`src/rtl/dcache_ctrl_fsm.sv`:
```
// Data-cache controller FSM: sequences lookup, write-back, refill,
// uncached access and cache-maintenance (cacop) operations for a
// WAYS-way set-associative cache with LINE_WORDS-word lines.
//
// Ports
//   clk_i, rst_i          clock, synchronous active-high reset
//   valid_i, cacop_en_i   new load/store request, new cacop request
//   op_i .. size_i        attributes of the buffered request
//   exception_i           lookup-stage exception for the buffered request
//   hit_i, victim_way_i, cacop_way_i, victim_dirty_i, cacop_code_i
//                         tag-compare / replacement / cacop inputs
//   r_*_i, w_*_i          read and write bus handshakes
//   cache_ready_o .. cacop_done_o   pipeline handshakes
//   r_req_o, r_data_ready_o, w_req_o, r_len_o, w_len_o, r_size_o, w_size_o
//                         bus requests and burst shape
//   way_sel_o, data_we_o, tagv_we_o, dirty_we_o, tagv_clear_o, dirty_wdata_o,
//   wbuf_we_o, llbit_set_o, llbit_clear_o, beat_idx_o
//                         array, buffer and LLbit controls
module dcache_ctrl_fsm #(
  parameter int unsigned WAYS       = 4,
  parameter int unsigned LINE_WORDS = 16,
  parameter int unsigned CNT_W      = $clog2(LINE_WORDS)
) (
  input  logic              clk_i,
  input  logic              rst_i,
  input  logic              valid_i,
  input  logic              cacop_en_i,
  input  logic              op_i,
  input  logic              uncache_i,
  input  logic              is_atom_i,
  input  logic              llbit_i,
  input  logic [1:0]        size_i,
  input  logic              exception_i,
  input  logic [WAYS-1:0]   hit_i,
  input  logic [WAYS-1:0]   victim_way_i,
  input  logic [WAYS-1:0]   cacop_way_i,
  input  logic              victim_dirty_i,
  input  logic [1:0]        cacop_code_i,
  input  logic              r_rdy_i,
  input  logic              r_valid_i,
  input  logic              r_last_i,
  input  logic              w_rdy_i,
  input  logic              w_done_i,
  output logic              cache_ready_o,
  output logic              rbuf_we_o,
  output logic              data_valid_o,
  output logic              cacop_done_o,
  output logic              r_req_o,
  output logic              r_data_ready_o,
  output logic              w_req_o,
  output logic [7:0]        r_len_o,
  output logic [7:0]        w_len_o,
  output logic [2:0]        r_size_o,
  output logic [2:0]        w_size_o,
  output logic [WAYS-1:0]   way_sel_o,
  output logic [WAYS-1:0]   data_we_o,
  output logic [WAYS-1:0]   tagv_we_o,
  output logic [WAYS-1:0]   dirty_we_o,
  output logic              tagv_clear_o,
  output logic              dirty_wdata_o,
  output logic              wbuf_we_o,
  output logic              llbit_set_o,
  output logic              llbit_clear_o,
  output logic [CNT_W-1:0]  beat_idx_o
);

  localparam int unsigned LEN_W  = 8;
  localparam int unsigned SIZE_W = 3;

  typedef enum logic [9:0] {
    S_IDLE    = 10'b00_0000_0001,
    S_LOOKUP  = 10'b00_0000_0010,
    S_CACOP   = 10'b00_0000_0100,
    S_WB_REQ  = 10'b00_0000_1000,
    S_WB_WAIT = 10'b00_0001_0000,
    S_RD_REQ  = 10'b00_0010_0000,
    S_REFILL  = 10'b00_0100_0000,
    S_WR_REQ  = 10'b00_1000_0000,
    S_WR_WAIT = 10'b01_0000_0000,
    S_DONE    = 10'b10_0000_0000
  } state_e;

  state_e            state_q, state_d;
  logic [CNT_W-1:0]  beat_q, beat_d;
  logic              cacop_q, cacop_d;   // buffered request is a cacop
  logic              op_q, op_d;
  logic              unc_q, unc_d;
  logic [1:0]        size_q, size_d;

  logic              new_req;
  logic              sc_fail;
  logic              hit_path;
  logic [WAYS-1:0]   cacop_tgt;

  assign new_req  = valid_i | cacop_en_i;
  assign sc_fail  = is_atom_i & op_i & ~llbit_i;
  assign hit_path = ~uncache_i & (|hit_i);

  // Index cacops address cacop_way, hit-invalidate uses the tag compare, code 3 is a no-op
  assign cacop_tgt = (cacop_code_i == 2'd2) ? hit_i :
                     (cacop_code_i == 2'd3) ? '0    : cacop_way_i;

  // Burst shape follows the attributes captured when the request left LOOKUP
  assign r_len_o    = unc_q ? '0 : LEN_W'(LINE_WORDS - 1);
  assign w_len_o    = unc_q ? '0 : LEN_W'(LINE_WORDS - 1);
  assign r_size_o   = unc_q ? {1'b0, size_q} : SIZE_W'(2);
  assign w_size_o   = unc_q ? {1'b0, size_q} : SIZE_W'(2);
  assign beat_idx_o = beat_q;

  // State and context registers
  always_ff @(posedge clk_i) begin
    if (rst_i) begin
      state_q <= S_IDLE;
      beat_q  <= '0;
      cacop_q <= 1'b0;
      op_q    <= 1'b0;
      unc_q   <= 1'b0;
      size_q  <= '0;
    end else begin
      state_q <= state_d;
      beat_q  <= beat_d;
      cacop_q <= cacop_d;
      op_q    <= op_d;
      unc_q   <= unc_d;
      size_q  <= size_d;
    end
  end

  // Next-state and control outputs
  always_comb begin
    state_d        = state_q;
    beat_d         = beat_q;
    cacop_d        = cacop_q;
    op_d           = op_q;
    unc_d          = unc_q;
    size_d         = size_q;
    cache_ready_o  = 1'b0;
    rbuf_we_o      = 1'b0;
    data_valid_o   = 1'b0;
    cacop_done_o   = 1'b0;
    r_req_o        = 1'b0;
    r_data_ready_o = 1'b0;
    w_req_o        = 1'b0;
    way_sel_o      = '0;
    data_we_o      = '0;
    tagv_we_o      = '0;
    dirty_we_o     = '0;
    tagv_clear_o   = 1'b0;
    dirty_wdata_o  = 1'b0;
    wbuf_we_o      = 1'b0;
    llbit_set_o    = 1'b0;
    llbit_clear_o  = 1'b0;

    unique case (state_q)
      S_IDLE: begin
        cache_ready_o = 1'b1;
        if (new_req) begin
          rbuf_we_o = 1'b1;
          cacop_d   = cacop_en_i;
          state_d   = S_LOOKUP;
        end
      end

      S_LOOKUP: begin
        op_d   = op_i;
        unc_d  = uncache_i & ~cacop_q;
        size_d = size_i;
        if (exception_i) begin
          data_valid_o = 1'b1;
          state_d      = S_IDLE;
        end else if (cacop_q) begin
          state_d = S_CACOP;
        end else begin
          llbit_set_o   = is_atom_i & ~op_i;
          llbit_clear_o = is_atom_i & op_i & llbit_i;
          if (sc_fail || hit_path) begin
            // Completes in this cycle; a failed SC only reports back
            data_valid_o  = 1'b1;
            cache_ready_o = 1'b1;
            if (hit_path) way_sel_o = hit_i;
            if (hit_path && op_i && !sc_fail) begin
              data_we_o     = hit_i;
              dirty_we_o    = hit_i;
              dirty_wdata_o = 1'b1;
            end
            if (new_req) begin
              rbuf_we_o = 1'b1;
              cacop_d   = cacop_en_i;
            end else begin
              state_d = S_IDLE;
            end
          end else if (uncache_i) begin
            wbuf_we_o = op_i;
            state_d   = op_i ? S_WR_REQ : S_RD_REQ;
          end else begin
            wbuf_we_o = 1'b1;
            state_d   = victim_dirty_i ? S_WB_REQ : S_RD_REQ;
          end
        end
      end

      S_CACOP: begin
        state_d = S_DONE;
        if (|cacop_tgt) begin
          tagv_we_o    = cacop_tgt;
          dirty_we_o   = cacop_tgt;
          tagv_clear_o = 1'b1;
          // Store-tag (code 0) never writes back
          if (cacop_code_i != 2'd0 && victim_dirty_i) begin
            wbuf_we_o = 1'b1;
            state_d   = S_WB_REQ;
          end
        end
      end

      S_WB_REQ: begin
        w_req_o = 1'b1;
        if (w_rdy_i) state_d = S_WB_WAIT;
      end

      S_WB_WAIT: begin
        if (w_done_i) state_d = cacop_q ? S_DONE : S_RD_REQ;
      end

      S_RD_REQ: begin
        r_req_o = 1'b1;
        if (r_rdy_i) begin
          beat_d  = '0;
          state_d = S_REFILL;
        end
      end

      S_REFILL: begin
        r_data_ready_o = 1'b1;
        if (r_valid_i) begin
          beat_d = beat_q + CNT_W'(1);
          if (r_last_i) begin
            state_d = S_DONE;
            if (!unc_q) begin
              way_sel_o     = victim_way_i;
              data_we_o     = victim_way_i;
              tagv_we_o     = victim_way_i;
              dirty_we_o    = victim_way_i;
              dirty_wdata_o = op_q;
            end
          end
        end
      end

      S_WR_REQ: begin
        w_req_o = 1'b1;
        if (w_rdy_i) state_d = S_WR_WAIT;
      end

      S_WR_WAIT: begin
        if (w_done_i) state_d = S_DONE;
      end

      S_DONE: begin
        cache_ready_o = 1'b1;
        cacop_done_o  = cacop_q;
        data_valid_o  = ~cacop_q;
        if (new_req) begin
          rbuf_we_o = 1'b1;
          cacop_d   = cacop_en_i;
          state_d   = S_LOOKUP;
        end else begin
          state_d = S_IDLE;
        end
      end

      default: state_d = S_IDLE;
    endcase
  end

endmodule

```
`config.mk`:
```
export PLATFORM = sky130hd
export DESIGN_NAME = dcache_ctrl_fsm
export DESIGN_NICKNAME = d
export VERILOG_FILES = /design/src/rtl/dcache_ctrl_fsm.sv
export SDC_FILE = /design/constraint.sdc
export NUM_CORES = 1
export LEC_CHECK = 0
export CAP_MARGIN = 20
export CORE_MARGIN = 2
export CORE_UTILIZATION = 44
export CTS_CLUSTER_DIAMETER = 50
export DETAILED_ROUTE_END_ITERATION = 7
export MAX_ROUTING_LAYER = met4
export PLACE_DENSITY = 0.92
export SYNTH_ARGS = -nofsm -noshare
export SYNTH_HDL_FRONTEND = slang
export SYNTH_SLANG_ARGS = --single-unit
```
`constraint.sdc`:
```
create_clock -name clk_i -period 9.6 [get_ports clk_i]
set_input_delay 2.88 -clock clk_i [delete_from_list [all_inputs] [get_ports clk_i]]
set_output_delay 2.88 -clock clk_i [all_outputs]
set_load 0.1 [all_outputs]
```
==> impl_metrics.tcl <==
set metrics [dict create \
    yosysSeqAreaShare_pct 22.1 \
    grt_setup_unrepaired "false" \
    synth_edf_count 0 \
    dieArea_um2 4420 \
    status "finished clean" \
    worst_slew_pin_slew_ps 985 \
    synth_seq_cells 19 \
    grt_max_degree 17 \
    wl_per_cell_um 14.2 \
    diodes 0 \
    io_pins 85 \
    grt_use_total_pct 23.9 \
    synthXorXnorAreaFrac_pct 3.06 \
    dp.cells 350 \
    fill_cells 347 \
    grt_pass1_vias 1709 \
    critPathArrivalTime_ps 5500 \
    nets 339 \
    path_class "in -> out" \
    crit_fanout 5 \
    reg2reg_to "beat_idx_o[3]$_SDFFE_PP0P_" \
    syn_to_final_growth_pct 38.1 \
    synthCells 250 \
    synth_top_family_by_area "simple AND/OR/NAND/NOR gates" \
    rows 22 \
    rr_worst_depth 6 \
    postCtsSetupBuffers 0 \
    ant_nets 0 \
    postCtsResizedCells 0 \
    insertion_delay_ps 260 \
    hold_depth 2 \
    synth-compound-area-share_pct 21.3 \
    globalRoute.totalOverflow 0 \
    drv_cap 0 \
    core_um2 3720 \
    antenna_found_initial 0 \
    numClockSinks 19 \
    ys.flop_type "dfxtp_1" \
    clkSlewWorstSetupHoldPaths_ps 70 \
    worstSetupEndpoint "way_sel_o[0]" \
    stdcell_count 354 \
    dp_hpwl_um 3930 \
    pwr_density_cell_nw_per_um2 104 \
    cts_hold_buf 0 \
    cp-start-kind "input pin" \
    via_count 2044 \
    period_share_pct 87.3 \
    setup-tns-final_ps 0 \
    cp.required_ps 6720 \
    die-height_um 66.5 \
    routed_via_density 5.77 \
    synth.area.mux_share_pct 0.583 \
    synth_fa_ha_area_share_pct 0.728 \
    ir_drop_uv 82.2 \
    setup_viol 0 \
    drt_pass1_iterations 4 \
    yosys_warnings 0 \
    synth.distinct_cells 48 \
    start_util_pct 46.2 \
    grt_pass1_wl_um 8030 \
    dieWidth_um 66.5 \
    final_util_pct 63.8 \
    final_max_slew_viol_count 0 \
    wl_um 5010 \
    relSlewSlack_pct 34.1 \
    p_leak_nw 0.949 \
    fmaxAchievable_ghz 0.119 \
    gp_congestion 0.946 \
    cts_tree "done" \
    critical_path.endpoint_type "output pin" \
    r2r_slack_ps 7230 \
    drc 0 \
    crit_path_start "exception_i" \
    syn_area_um2 1720 \
    min_path_type "reg -> reg" \
    htree_levels 1 \
    clockRootBuffer "clkbuf_8" \
    drive_gt1_share_pct 7.52 \
    reg2reg_from "state_q[6]$_SDFFE_PP0P_" \
    clockBufferDepth 2 \
    finClkSkew_ps 2.39 \
    io_buffer_count 74 \
    synthSimpleGateAreaFrac_pct 38.7 \
    ys_async_sr_fraction_pct 0 \
    first_iter_violations 151 \
    min_period_ps 8380 \
    hold_viol 0 \
    numCtsBuffers 3 \
    syn_area_per_cell_um2 6.87 \
]
==> how the worst min path moves through the flow <==
stage	startpoint	slack, ps	endpoint
global route	size_q[1]$_SDFFE_PP0P_	470	size_q[1]$_SDFFE_PP0P_
floorplan	size_q[1]$_SDFFE_PP0P_	430	size_q[1]$_SDFFE_PP0P_
global placement	size_q[1]$_SDFFE_PP0P_	440	size_q[1]$_SDFFE_PP0P_
detailed placement	op_q$_SDFFE_PP0P_	450	op_q$_SDFFE_PP0P_
CTS	size_q[0]$_SDFFE_PP0P_	460	size_q[0]$_SDFFE_PP0P_
finish	size_q[1]$_SDFFE_PP0P_	460	size_q[1]$_SDFFE_PP0P_
==> cell families (layout without fill, tap and decap cells) <==
family	after synthesis	after routing
muxes	1	1
xor gates and xnor gates	6	6
AOI/OAI and AO/OA	57	57
and+or+nand+nor	124	124
buffers and inverters	41	88
other	1	10
adders and majority gates	1	1
DFF	19	19
==> flip-flops by register name, summed over array words and instances (netlist names) <==
name / count
cacop_q: 1
beat_idx_o: 4
op_q: 1
unc_q: 1
state_q: 10
size_q: 2
==> worst max-delay path, cell delays in order <==
cell and delay, ps:
clkdlybuf4s50_1 480, nor3_1 320, nand2_1 180, nor2_1 330, nand2_1 100, nand2_1 80
clkdlybuf4s50_1 1130
==> power breakdown <==
| part | switching (mW) | internal [mW] |
|---|---|---|
| Clock | 0.0261 | 0.0295 |
| Sequential | 0.00498 | 0.0815 |
| Combinational | 0.0748 | 0.0305 |
| Total | 0.106 | 0.142 |
==> synth_stat cells, types with 5 or more instances <==
cell      instances  area, um2
buf_4            19        143
o21bai_1          6       45.0
a22oi_1           5       37.5
inv_1            10       37.5
nor4_1            6       37.5
o21ai_0          12       60.1
nor2_1           20       75.1
nor3_1           14       70.1
a21oi_1          16       80.1
or4_1             5       37.5
nand2_1          38        143
clkbuf_1         10       37.5
dfxtp_1          19        380
==> layout by cell type (no fill, tap or decap), types with 2 or more instances in the layout <==
cell,count
and4b_1,2
or4b_2,2
inv_1,10
xnor2_1,2
nand2_1,38
o21ai_0,12
nor2b_1,3
a21oi_1,16
nand3b_1,2
nand2b_1,4
a22oi_1,5
nand3_1,3
o21ai_1,2
nor3_1,14
buf_4,14
clkbuf_8,3
xor2_1,4
nand4_1,2
clkdlybuf4s50_1,60
and3_1,3
nor4b_1,3
nor2_1,20
or4b_1,2
or4_1,5
nor4_1,6
o22ai_1,2
and2_1,4
or3_1,3
nor3b_1,3
dfxtp_1,19
a31oi_1,4
conb_1,10
o211ai_1,3
o21bai_1,6
==> metrics by stage <==
step	instance area [um2]	power [mW]	setup slack [ps]	hold WS (ps)
final	2370	0.247	1220	456
after detailed placement	2330	0.192	1220	450
after CTS	2370	0.248	1180	459
after global placement	2330	0.192	1230	439
after floorplan	1750	0.168	406	431
after global routing	2370	0.259	961	466
==> area by class of cell <==
class / count / area (um2) / share of cell area [%]
Clock buffer: 4 / 45.0 / 1.90
Inverter: 10 / 37.5 / 1.58
Multi-Input combinational cell: 199 / 1140 / 48.2
Sequential cell: 19 / 380 / 16.0
Tap cell: 48 / 60.1 / 2.53
Timing Repair Buffer: 74 / 706 / 29.7
==> layer usage <==
layer  up-vias  routed length (um)  track usage, %
met5         -                   0               -
met4         0                  98            8.42
met3        10                 386            3.55
met2       110                2350            35.8
met1       944                2180            32.7
li1        980                   -               -
No activity file was read; power rests on OpenSTA's default activity.
